$ cat src/rtl/mote_cmd_encoder_if.sv
// Host-side command/status bundle for the mote command encoder.
// The line output rides along so the driver side sees one bundle.
interface mote_cmd_encoder_if;
    logic       start;
    logic [3:0] amplitude_in;
    logic [7:0] n_scan;
    logic       abort;
    logic       DATA_OUT;
    logic       busy;
    logic       done;

    modport master (
        output start,
        output amplitude_in,
        output n_scan,
        output abort,
        input  DATA_OUT,
        input  busy,
        input  done
    );

    modport slave (
        input  start,
        input  amplitude_in,
        input  n_scan,
        input  abort,
        output DATA_OUT,
        output busy,
        output done
    );
endinterface

$ cat src/rtl/mote_cmd_encoder.sv
// Toggle-coded DATA_OUT sequencer: preamble, start edge, 4-bit amplitude word,
// scan-arm edge and 2*n_scan scan edges, driven by a single 16-bit interval counter.
module mote_cmd_encoder #(
    parameter int unsigned PRE_GAP     = 100,
    parameter int unsigned SYM_SHORT   = 4,
    parameter int unsigned SYM_LONG    = 12,
    parameter int unsigned BIT_GAP     = 8,
    parameter int unsigned HALF_PERIOD = 50
) (
    input logic              CLK_IN,
    input logic              rst_n,
    mote_cmd_encoder_if.slave bus
);

    localparam logic [15:0] PreGap   = 16'(PRE_GAP);
    localparam logic [15:0] SymShort = 16'(SYM_SHORT);
    localparam logic [15:0] SymLong  = 16'(SYM_LONG);
    localparam logic [15:0] BitGap   = 16'(BIT_GAP);
    localparam logic [15:0] HalfPer  = 16'(HALF_PERIOD);

    typedef enum logic [3:0] {
        StIdle,
        StPre,
        StStart,
        StBitA,
        StBitB,
        StBitEnd,
        StArm,
        StScan,
        StFin
    } state_e;

    state_e      state_q;
    logic [15:0] cnt_q;
    logic [1:0]  idx_q;
    logic [8:0]  scan_q;
    logic [3:0]  amp_q;
    logic [7:0]  nscan_q;
    logic        data_q;
    logic        busy_q;
    logic        done_q;

    logic        fire;
    logic [1:0]  idx_dec;

    // Bit 1 is long-then-short, bit 0 short-then-long.
    function automatic logic [15:0] phase_a(input logic b);
        return b ? SymLong : SymShort;
    endfunction

    function automatic logic [15:0] phase_b(input logic b);
        return b ? SymShort : SymLong;
    endfunction

    assign fire    = (cnt_q == 16'd1);
    assign idx_dec = idx_q - 2'd1;

    always_ff @(posedge CLK_IN or negedge rst_n) begin
        if (!rst_n) begin
            state_q <= StIdle;
            cnt_q   <= '0;
            idx_q   <= '0;
            scan_q  <= '0;
            amp_q   <= '0;
            nscan_q <= '0;
            data_q  <= 1'b0;
            busy_q  <= 1'b0;
            done_q  <= 1'b0;
        end else if (state_q != StIdle && bus.abort) begin
            state_q <= StIdle;
            cnt_q   <= '0;
            busy_q  <= 1'b0;
            done_q  <= 1'b0;
        end else begin
            if (cnt_q != 16'd0) begin
                cnt_q <= cnt_q - 16'd1;
            end
            unique case (state_q)
                StIdle: begin
                    done_q <= 1'b0;
                    if (bus.start && !bus.abort) begin
                        amp_q   <= bus.amplitude_in;
                        nscan_q <= bus.n_scan;
                        data_q  <= ~data_q;
                        busy_q  <= 1'b1;
                        cnt_q   <= PreGap;
                        idx_q   <= 2'd0;
                        state_q <= StPre;
                    end
                end
                StPre: begin
                    if (fire) begin
                        data_q <= ~data_q;
                        cnt_q  <= PreGap;
                        if (idx_q == 2'd1) begin
                            state_q <= StStart;
                        end else begin
                            idx_q <= idx_q + 2'd1;
                        end
                    end
                end
                StStart: begin
                    if (fire) begin
                        data_q  <= ~data_q;
                        idx_q   <= 2'd3;
                        cnt_q   <= phase_a(amp_q[3]);
                        state_q <= StBitA;
                    end
                end
                StBitA: begin
                    if (fire) begin
                        data_q  <= ~data_q;
                        cnt_q   <= phase_b(amp_q[idx_q]);
                        state_q <= StBitB;
                    end
                end
                StBitB: begin
                    if (fire) begin
                        data_q  <= ~data_q;
                        cnt_q   <= BitGap;
                        state_q <= StBitEnd;
                    end
                end
                StBitEnd: begin
                    if (fire) begin
                        data_q <= ~data_q;
                        if (idx_q == 2'd0) begin
                            cnt_q   <= PreGap;
                            state_q <= StArm;
                        end else begin
                            idx_q   <= idx_dec;
                            cnt_q   <= phase_a(amp_q[idx_dec]);
                            state_q <= StBitA;
                        end
                    end
                end
                StArm: begin
                    if (fire) begin
                        data_q <= ~data_q;
                        if (nscan_q == 8'd0) begin
                            cnt_q   <= '0;
                            state_q <= StFin;
                        end else begin
                            scan_q  <= {nscan_q, 1'b0};
                            cnt_q   <= HalfPer;
                            state_q <= StScan;
                        end
                    end
                end
                StScan: begin
                    if (fire) begin
                        data_q <= ~data_q;
                        scan_q <= scan_q - 9'd1;
                        if (scan_q == 9'd1) begin
                            cnt_q   <= '0;
                            state_q <= StFin;
                        end else begin
                            cnt_q <= HalfPer;
                        end
                    end
                end
                StFin: begin
                    // First FIN cycle is the last edge cycle; the pulse lands one cycle later.
                    if (!done_q) begin
                        done_q <= 1'b1;
                        busy_q <= 1'b0;
                    end else begin
                        done_q  <= 1'b0;
                        state_q <= StIdle;
                    end
                end
                default: begin
                    state_q <= StIdle;
                    busy_q  <= 1'b0;
                    done_q  <= 1'b0;
                end
            endcase
        end
    end

    assign bus.DATA_OUT = data_q;
    assign bus.busy     = busy_q;
    assign bus.done     = done_q;

endmodule

$ cat src/flat_wrapper.sv
// flat-port wrapper written by rule: the top's interface ports become plain ports
module mote_cmd_encoder_flat 
#(
    parameter int unsigned PRE_GAP     = 100,
    parameter int unsigned SYM_SHORT   = 4,
    parameter int unsigned SYM_LONG    = 12,
    parameter int unsigned BIT_GAP     = 8,
    parameter int unsigned HALF_PERIOD = 50
)
  (CLK_IN, rst_n, bus_start, bus_amplitude_in, bus_n_scan, bus_abort, bus_DATA_OUT, bus_busy, bus_done);
  mote_cmd_encoder_if bus_i ();
  input logic CLK_IN;
  input logic rst_n;
  input wire logic [$bits(bus_i.start)-1:0] bus_start;
  input wire logic [$bits(bus_i.amplitude_in)-1:0] bus_amplitude_in;
  input wire logic [$bits(bus_i.n_scan)-1:0] bus_n_scan;
  input wire logic [$bits(bus_i.abort)-1:0] bus_abort;
  output wire logic [$bits(bus_i.DATA_OUT)-1:0] bus_DATA_OUT;
  output wire logic [$bits(bus_i.busy)-1:0] bus_busy;
  output wire logic [$bits(bus_i.done)-1:0] bus_done;
  assign bus_i.start = bus_start;
  assign bus_i.amplitude_in = bus_amplitude_in;
  assign bus_i.n_scan = bus_n_scan;
  assign bus_i.abort = bus_abort;
  assign bus_DATA_OUT = bus_i.DATA_OUT;
  assign bus_busy = bus_i.busy;
  assign bus_done = bus_i.done;
  mote_cmd_encoder #(.PRE_GAP(PRE_GAP), .SYM_SHORT(SYM_SHORT), .SYM_LONG(SYM_LONG), .BIT_GAP(BIT_GAP), .HALF_PERIOD(HALF_PERIOD)) u_core (.CLK_IN(CLK_IN), .rst_n(rst_n), .bus(bus_i));
endmodule
$ cat config.mk
export PLATFORM = sky130hd
export DESIGN_NAME = mote_cmd_encoder_flat
export DESIGN_NICKNAME = d
export VERILOG_FILES = /design/src/rtl/mote_cmd_encoder_if.sv /design/src/rtl/mote_cmd_encoder.sv /design/src/flat_wrapper.sv
export SDC_FILE = /design/constraint.sdc
export NUM_CORES = 1
export LEC_CHECK = 0
export CAP_MARGIN = 25
export CORE_UTILIZATION = 60
export CTS_BUF_LIST = sky130_fd_sc_hd__clkbuf_2
export DETAILED_ROUTE_END_ITERATION = 12
export PLACE_DENSITY = 0.87
export SLEW_MARGIN = 20
export SYNTH_ARGS = -nofsm -noshare
export SYNTH_HDL_FRONTEND = slang
export SYNTH_SLANG_ARGS = --single-unit
$ cat constraint.sdc
create_clock -name CLK_IN -period 2.6 [get_ports CLK_IN]
set_input_delay 0.39 -clock CLK_IN [delete_from_list [all_inputs] [get_ports CLK_IN]]
set_output_delay 0.39 -clock CLK_IN [all_outputs]
set_load 0.01 [all_outputs]
======== After elaboration in Yosys (flattened, before gate mapping) ========
Cells that the tools add are included.
storage, ports and cells
  register bits ........................... 46
  output and inout port bits .............. 3
  logic and storage cells ................. 126
cells by class
  add/subtract/negate cells ............... 4
  $lt $le $gt $ge ......................... 2
  equality and inequality tests ........... 34
  muxes and demuxes ....................... 57
  bitwise logic cells ..................... 2
  reduce and logical (&&, ||, !) cells .... 18
operator list
  cell                     count
  $mux W16                 11
  $pmux W16 S8             1
  $mux W4                  16
  $pmux W4 S9              1
  $ne A3 B1 Y1 const B     11
  $mux W9                  3
  $pmux W9 S2              1
  $eq A16 B1 Y1 const B    1
  $eq A4 B3 Y1 const B     4
  $ne A2 B1 Y1 const B     8
  $reduce_bool A16 Y1      1
  $sub A16 B1 Y16 const B  1
  $mux W2                  6
  $mux W6                  2
  $reduce_and A11 Y1       1
  $eq A9 B1 Y1 const B     1
  $mux W1                  9
  $sub A9 B1 Y9 const B    1
  $eq A4 B2 Y1 const B     2
  $logic_not A8 Y1         1
  $pmux W2 S4              1
  $reduce_and A8 Y1        1
  $reduce_bool A4 Y1       2
  $reduce_or A7 Y1         1
  other kinds (21)         30

======== Depth between registers and ports, before layout ========
  word-level depth ........................ 8
  mapped depth ............................ 9
  mapped depth without buffers ............ 7

======== Worst setup path after synthesis ========
OpenSTA, ideal clock, no wires.
  kind .................................... reg-to-reg
  start ................................... reg u_core.cnt_q[1]
  end ..................................... reg u_core.idx_q[0]
  setup time .............................. 0.128 ns
  arrival ................................. 2.106 ns
  data required time ...................... 2.472 ns
  path slack .............................. 0.366 ns
  stages on the path, launching flop included .. 8
  buffers on the path ..................... 0
  period minus slack after synthesis ...... 2.234 ns
  cell sequence ........................... dfrtp_1 inv_1 ha_1 nor3b_1 nand4_4 a31o_2 a2111oi_4 mux2_1
between the ends
  cells in the longest elaborated chain, start to end .. 3
  elaborated cells on any way between the ends .. 5
  classes of those cells .................. 4 x eq/ne; 1 x reduce/logical
ends and longest elaborated chain
  what                                  RTL line                 text
  start: declaration                    mote_cmd_encoder.sv:34   logic [15:0] cnt_q;
  start signal: assignment              mote_cmd_encoder.sv:76   cnt_q <= cnt_q - 16'd1;
  start signal: assignment              mote_cmd_encoder.sv:86   cnt_q <= PreGap;
  start signal: assignment              mote_cmd_encoder.sv:94   cnt_q <= PreGap;
  $eq A16 B1 Y1 *                       mote_cmd_encoder.sv:55   assign fire = (cnt_q == 16'd1);
  $ne A2 B1 Y1 (no source line)         n/a
  $reduce_and A8 Y1 (no source line) *  n/a
  end signal: assignment                mote_cmd_encoder.sv:98   idx_q <= idx_q + 2'd1;
  end signal: assignment                mote_cmd_encoder.sv:131  idx_q <= idx_dec;
  end: declaration                      mote_cmd_encoder.sv:35   logic [1:0] idx_q;
Mark *: on every way between the ends. The rest lies on a longest branch, timed or not.
A chain may end at the register's enable or synchronous reset.

======== Final worst setup path ========
  start ................................... reg u_core.cnt_q[1]
  end ..................................... reg u_core.idx_q[1]
The elaborated chain is that of the path after synthesis.

==> summary.md <==
| Metric | Value |
|---|---|
| IO Pins | 19 |
| Layout net count | 358 |
| CTS tree | yes |
| CTS HTree Levels | 2 |
| Complex-gate fraction of the synthesized area | 0.1566 |
| Final setup vio count | 0 |
| Clock Skew | 0.03205 ns |
| Gr ovfl total | 0 |
| Crit path kind | reg -> reg |
| CP peak stage delay | 0.49 ns |
| Critical Path, Cell by Cell | inv_1 > ha_1 > nor3b_1 > nand4_4 > a31o_2 > a2111oi_4 > mux2_1 |
| Mean routed wirelength per cell | 15.83 um |
| Util after Layout | 0.6964 |
| Crit path DAT | 2.76 ns |
| Leakage power | 1.330 nW |
| Final Hold Fails | 0 |
| Die area | 0.005170 mm2 |
| Max-Cap Viols | 0 |
| # diodes | 0 |
| Ys async rst share | 1.000 |
| RSZ-0062 raised after global routing | no |
| Mux cell area share after synthesis | 0.08280 |
| Rows | 25 |
| Sequential fraction of the synthesis area | 0.3927 |
| Vias per inst | 6.112 |
| Met1 Usage GRT | 0.3721 |
| Worst reg-to-reg setup slack | 0.19 ns |
| Max clock buf depth | 2 |
| Worst Path Required | 2.95 ns |
| Mapped Area | 0.002932 mm2 |
| Clock-pin transition on the worst setup and hold timing paths | 0.25 ns |
| Gates resized, CTS repair | 0 |
| Status | finished clean |
| Post-Synth Simple-Gate Area | 0.2544 |
| Post-Synth Adder-Cell Area | 0.02988 |
| Met2 Resource Use GR | 0.4203 |
| Shortest period the worst path allows | 2.407 ns |
| Achievable Freq | 415.4 MHz |
| Crit path max-delay family | compound AO/OA/AOI/OAI gates |
| Met3 GRT Util | 0.04444 |
| DRC | 0 |
| Area of the core | 0.004723 mm2 |
| Mapped Cells | 314 |
| Layout overhead on the synthesized area | 12.21% |
| DR pass1 iterations | 4 |
| Maximum vdd ir drop | 0.5395 mV |
| Pwr dens | 1027 mW/mm2 |
| FF+latch count, synth | 46 |
| Port Buf Inserts | 18 |
| Initial antenna violation count | 0 |
| Num CTS Buffers | 5 |
| Syn. warnings | 0 |
| Slew Limit Headroom | 0.5892 |
| Avg Cell Area, Syn | 9.336 um2 |
| Tightest Pin Transition | 0.6149 ns |
| Drt initial violations | 226 |
| Clock root buffer | clkbuf_2 |
| Final Cycle Share | 0.9258 |
| Number of global-route vias before repair | 2,353 |
| Final GP Congestion | 0.9426 |
| Detailed Place HPWL | 4707 um |
| Initial core utilization | 0.6207 |
| Total GRT Usage | 0.2669 |
| Fin Setup TNS | 0 ns |
| Width of the chip | 71.90 um |
| Later-pin clock latency in the skew report | 0.43 ns |
| Crit-path slowest cell | dfrtp_1 |
| Setup bufs post-CTS | 0 |
| Final Max Tran Viols | 0 |
| Hold WS | 0.3816 ns |
| Die H | 71.90 um |
| Final wirelength | 6381 um |
| EDFF count, synth | 0 |
| Ys flop type | dfrtp_1 |
| First-pass GRT wire length | 10,780 um |
| Post-synthesis xor/xnor area fraction | 0.04481 |
| Share of cells above drive strength 1 | 0.1458 |
| Net Count, Synth | 337 |
| Crit-path max FO | 6 |
| Post-route ant nets | 0 |
| Top Usage Layer GRT | met2 |
| Worst Setup Start Kind | flop |
| Synth unique cells | 60 |
| Largest net degree at the start of global routing | 30 |
| Largest family of logic cells by synthesized area | simple AND/OR/NAND/NOR gates |
| Sink Count | 46 |
| Worst Path Buf+Inv | 1 |
| HP Class | in -> async |
| CP Capture Type | flop |
| DR vias | 2,463 |
-- synth_stat cells (3+ instances only) --
cell type | instances | area share
mux2i_1 | 4 | 0.014
nor4_4 | 3 | 0.022
nand4_1 | 5 | 0.011
nor4_1 | 7 | 0.015
inv_1 | 10 | 0.013
nand2_1 | 27 | 0.035
o22ai_1 | 3 | 0.0064
mux2_2 | 12 | 0.046
nor3_1 | 13 | 0.022
nand3_1 | 8 | 0.014
buf_2 | 4 | 0.0068
nand3b_1 | 5 | 0.013
nand2b_1 | 8 | 0.017
o211ai_1 | 3 | 0.0077
ha_1 | 7 | 0.030
o21ai_0 | 9 | 0.015
clkbuf_1 | 11 | 0.014
xor2_1 | 7 | 0.021
dfrtp_1 | 46 | 0.39
xnor2_1 | 8 | 0.024
or4_1 | 5 | 0.013
nor3b_1 | 4 | 0.010
nor2_1 | 29 | 0.037
a21oi_1 | 28 | 0.048
-- layer usage --
metal / routed length [um] / up-vias
met5: 0 / -
met4: 106 / 0
met3: 263 / 13
met2: 3166 / 66
met1: 2845 / 1193
li1: - / 1191
-- stage by stage --
| step | area (um2) | setup WS, ns | instances | total power [mW] |
|---|---|---|---|---|
| 3_3_place_gp | 3212 | 0.3407 | 394 | 2.890 |
| 2_1_floorplan | 2932 | 0.3662 | 314 | 2.525 |
| 6_report | 3289 | 0.1928 | 403 | 3.377 |
| 4_1_cts | 3289 | 0.2216 | 403 | 3.369 |
| 5_1_grt | 3289 | 0.1576 | 403 | 3.621 |
| 3_5_place_dp | 3212 | 0.2214 | 394 | 2.961 |
-- placed cells by master, fill, tap and decap left out, types with 3 or more instances in the layout --
master and n:
a21oi_1 28, buf_4 13, clkbuf_2 6, clkdlybuf4s50_1 17, dfrtp_1 46, ha_1 7
inv_1 10, mux2_2 12, mux2i_1 4, nand2_1 27, nand2b_1 8, nand3_1 8
nand3b_1 5, nand4_1 5, nor2_1 29, nor3_1 13, nor3b_1 4, nor4_1 7
nor4_4 3, o211ai_1 3, o21ai_0 9, o22ai_1 3, or4_1 5, xnor2_1 8
xor2_1 7
-- registers in the layout (all words and copies together) (netlist names) --
signal / cells
u_core.bus.busy: 1
u_core.bus.done: 1
u_core.idx_q: 2
u_core.nscan_q: 8
u_core.bus.DATA_OUT: 1
u_core.scan_q: 9
u_core.cnt_q: 16
u_core.amp_q: 4
u_core.state_q: 4
-- timing repair --
item	CTS	global route
hold buffers	1	0
setup endpoints to repair	0	0
hold endpoints to repair	17	0
-- layout make-up --
| class | instances | area (um2) |
|---|---|---|
| clock buffers | 6 | 30.03 |
| multi-input cells | 240 | 1667 |
| well taps | 67 | 83.83 |
| fillers | 380 | 1434 |
| inverters | 10 | 37.54 |
| flip-flops and latches | 46 | 1151 |
| repair buffers | 32 | 282.8 |
| clock inverters | 2 | 37.54 |
-- where the power goes --
| group | internal (mW) | switching, mW | leakage (nW) | total (mW) |
|---|---|---|---|---|
| Sequential | 0.951 | 0.340 | 0.585 | 1.29 |
| Combinational | 0.822 | 0.860 | 0.705 | 1.68 |
| Clock | 0.166 | 0.238 | 0.0392 | 0.404 |
| Total | 1.94 | 1.44 | 1.33 | 3.38 |
-- final timing paths --
check | from | end | depth (start not counted)
hold / removal | rst_n | u_core.cnt_q[15]$_DFF_PN0_ | 2
hold reg to reg | u_core.bus.DATA_OUT$_DFFE_PN0P_ | u_core.bus.DATA_OUT$_DFFE_PN0P_ | 1
min in group CLK_IN | u_core.bus.DATA_OUT$_DFFE_PN0P_ | u_core.bus.DATA_OUT$_DFFE_PN0P_ | 1
setup reg to reg | u_core.cnt_q[1]$_DFF_PN0_ | u_core.idx_q[1]$_DFFE_PN0P_ | 7
max in group asynchronous | rst_n | u_core.scan_q[0]$_DFFE_PN0P_ | 3
setup / recovery | u_core.cnt_q[1]$_DFF_PN0_ | u_core.idx_q[1]$_DFFE_PN0P_ | 7
-- kinds of logic (layout without fill, tap and decap cells) --
kind of cell    after synthesis  in the layout
mux                          20             20
fa+ha+maj                     7              7
xor+xnor                     15             15
compound gates               68             68
flops                        46             46
buf+inv                      28             50
simple gates                130            130
Note: power is estimated with default switching activity, not from simulation.
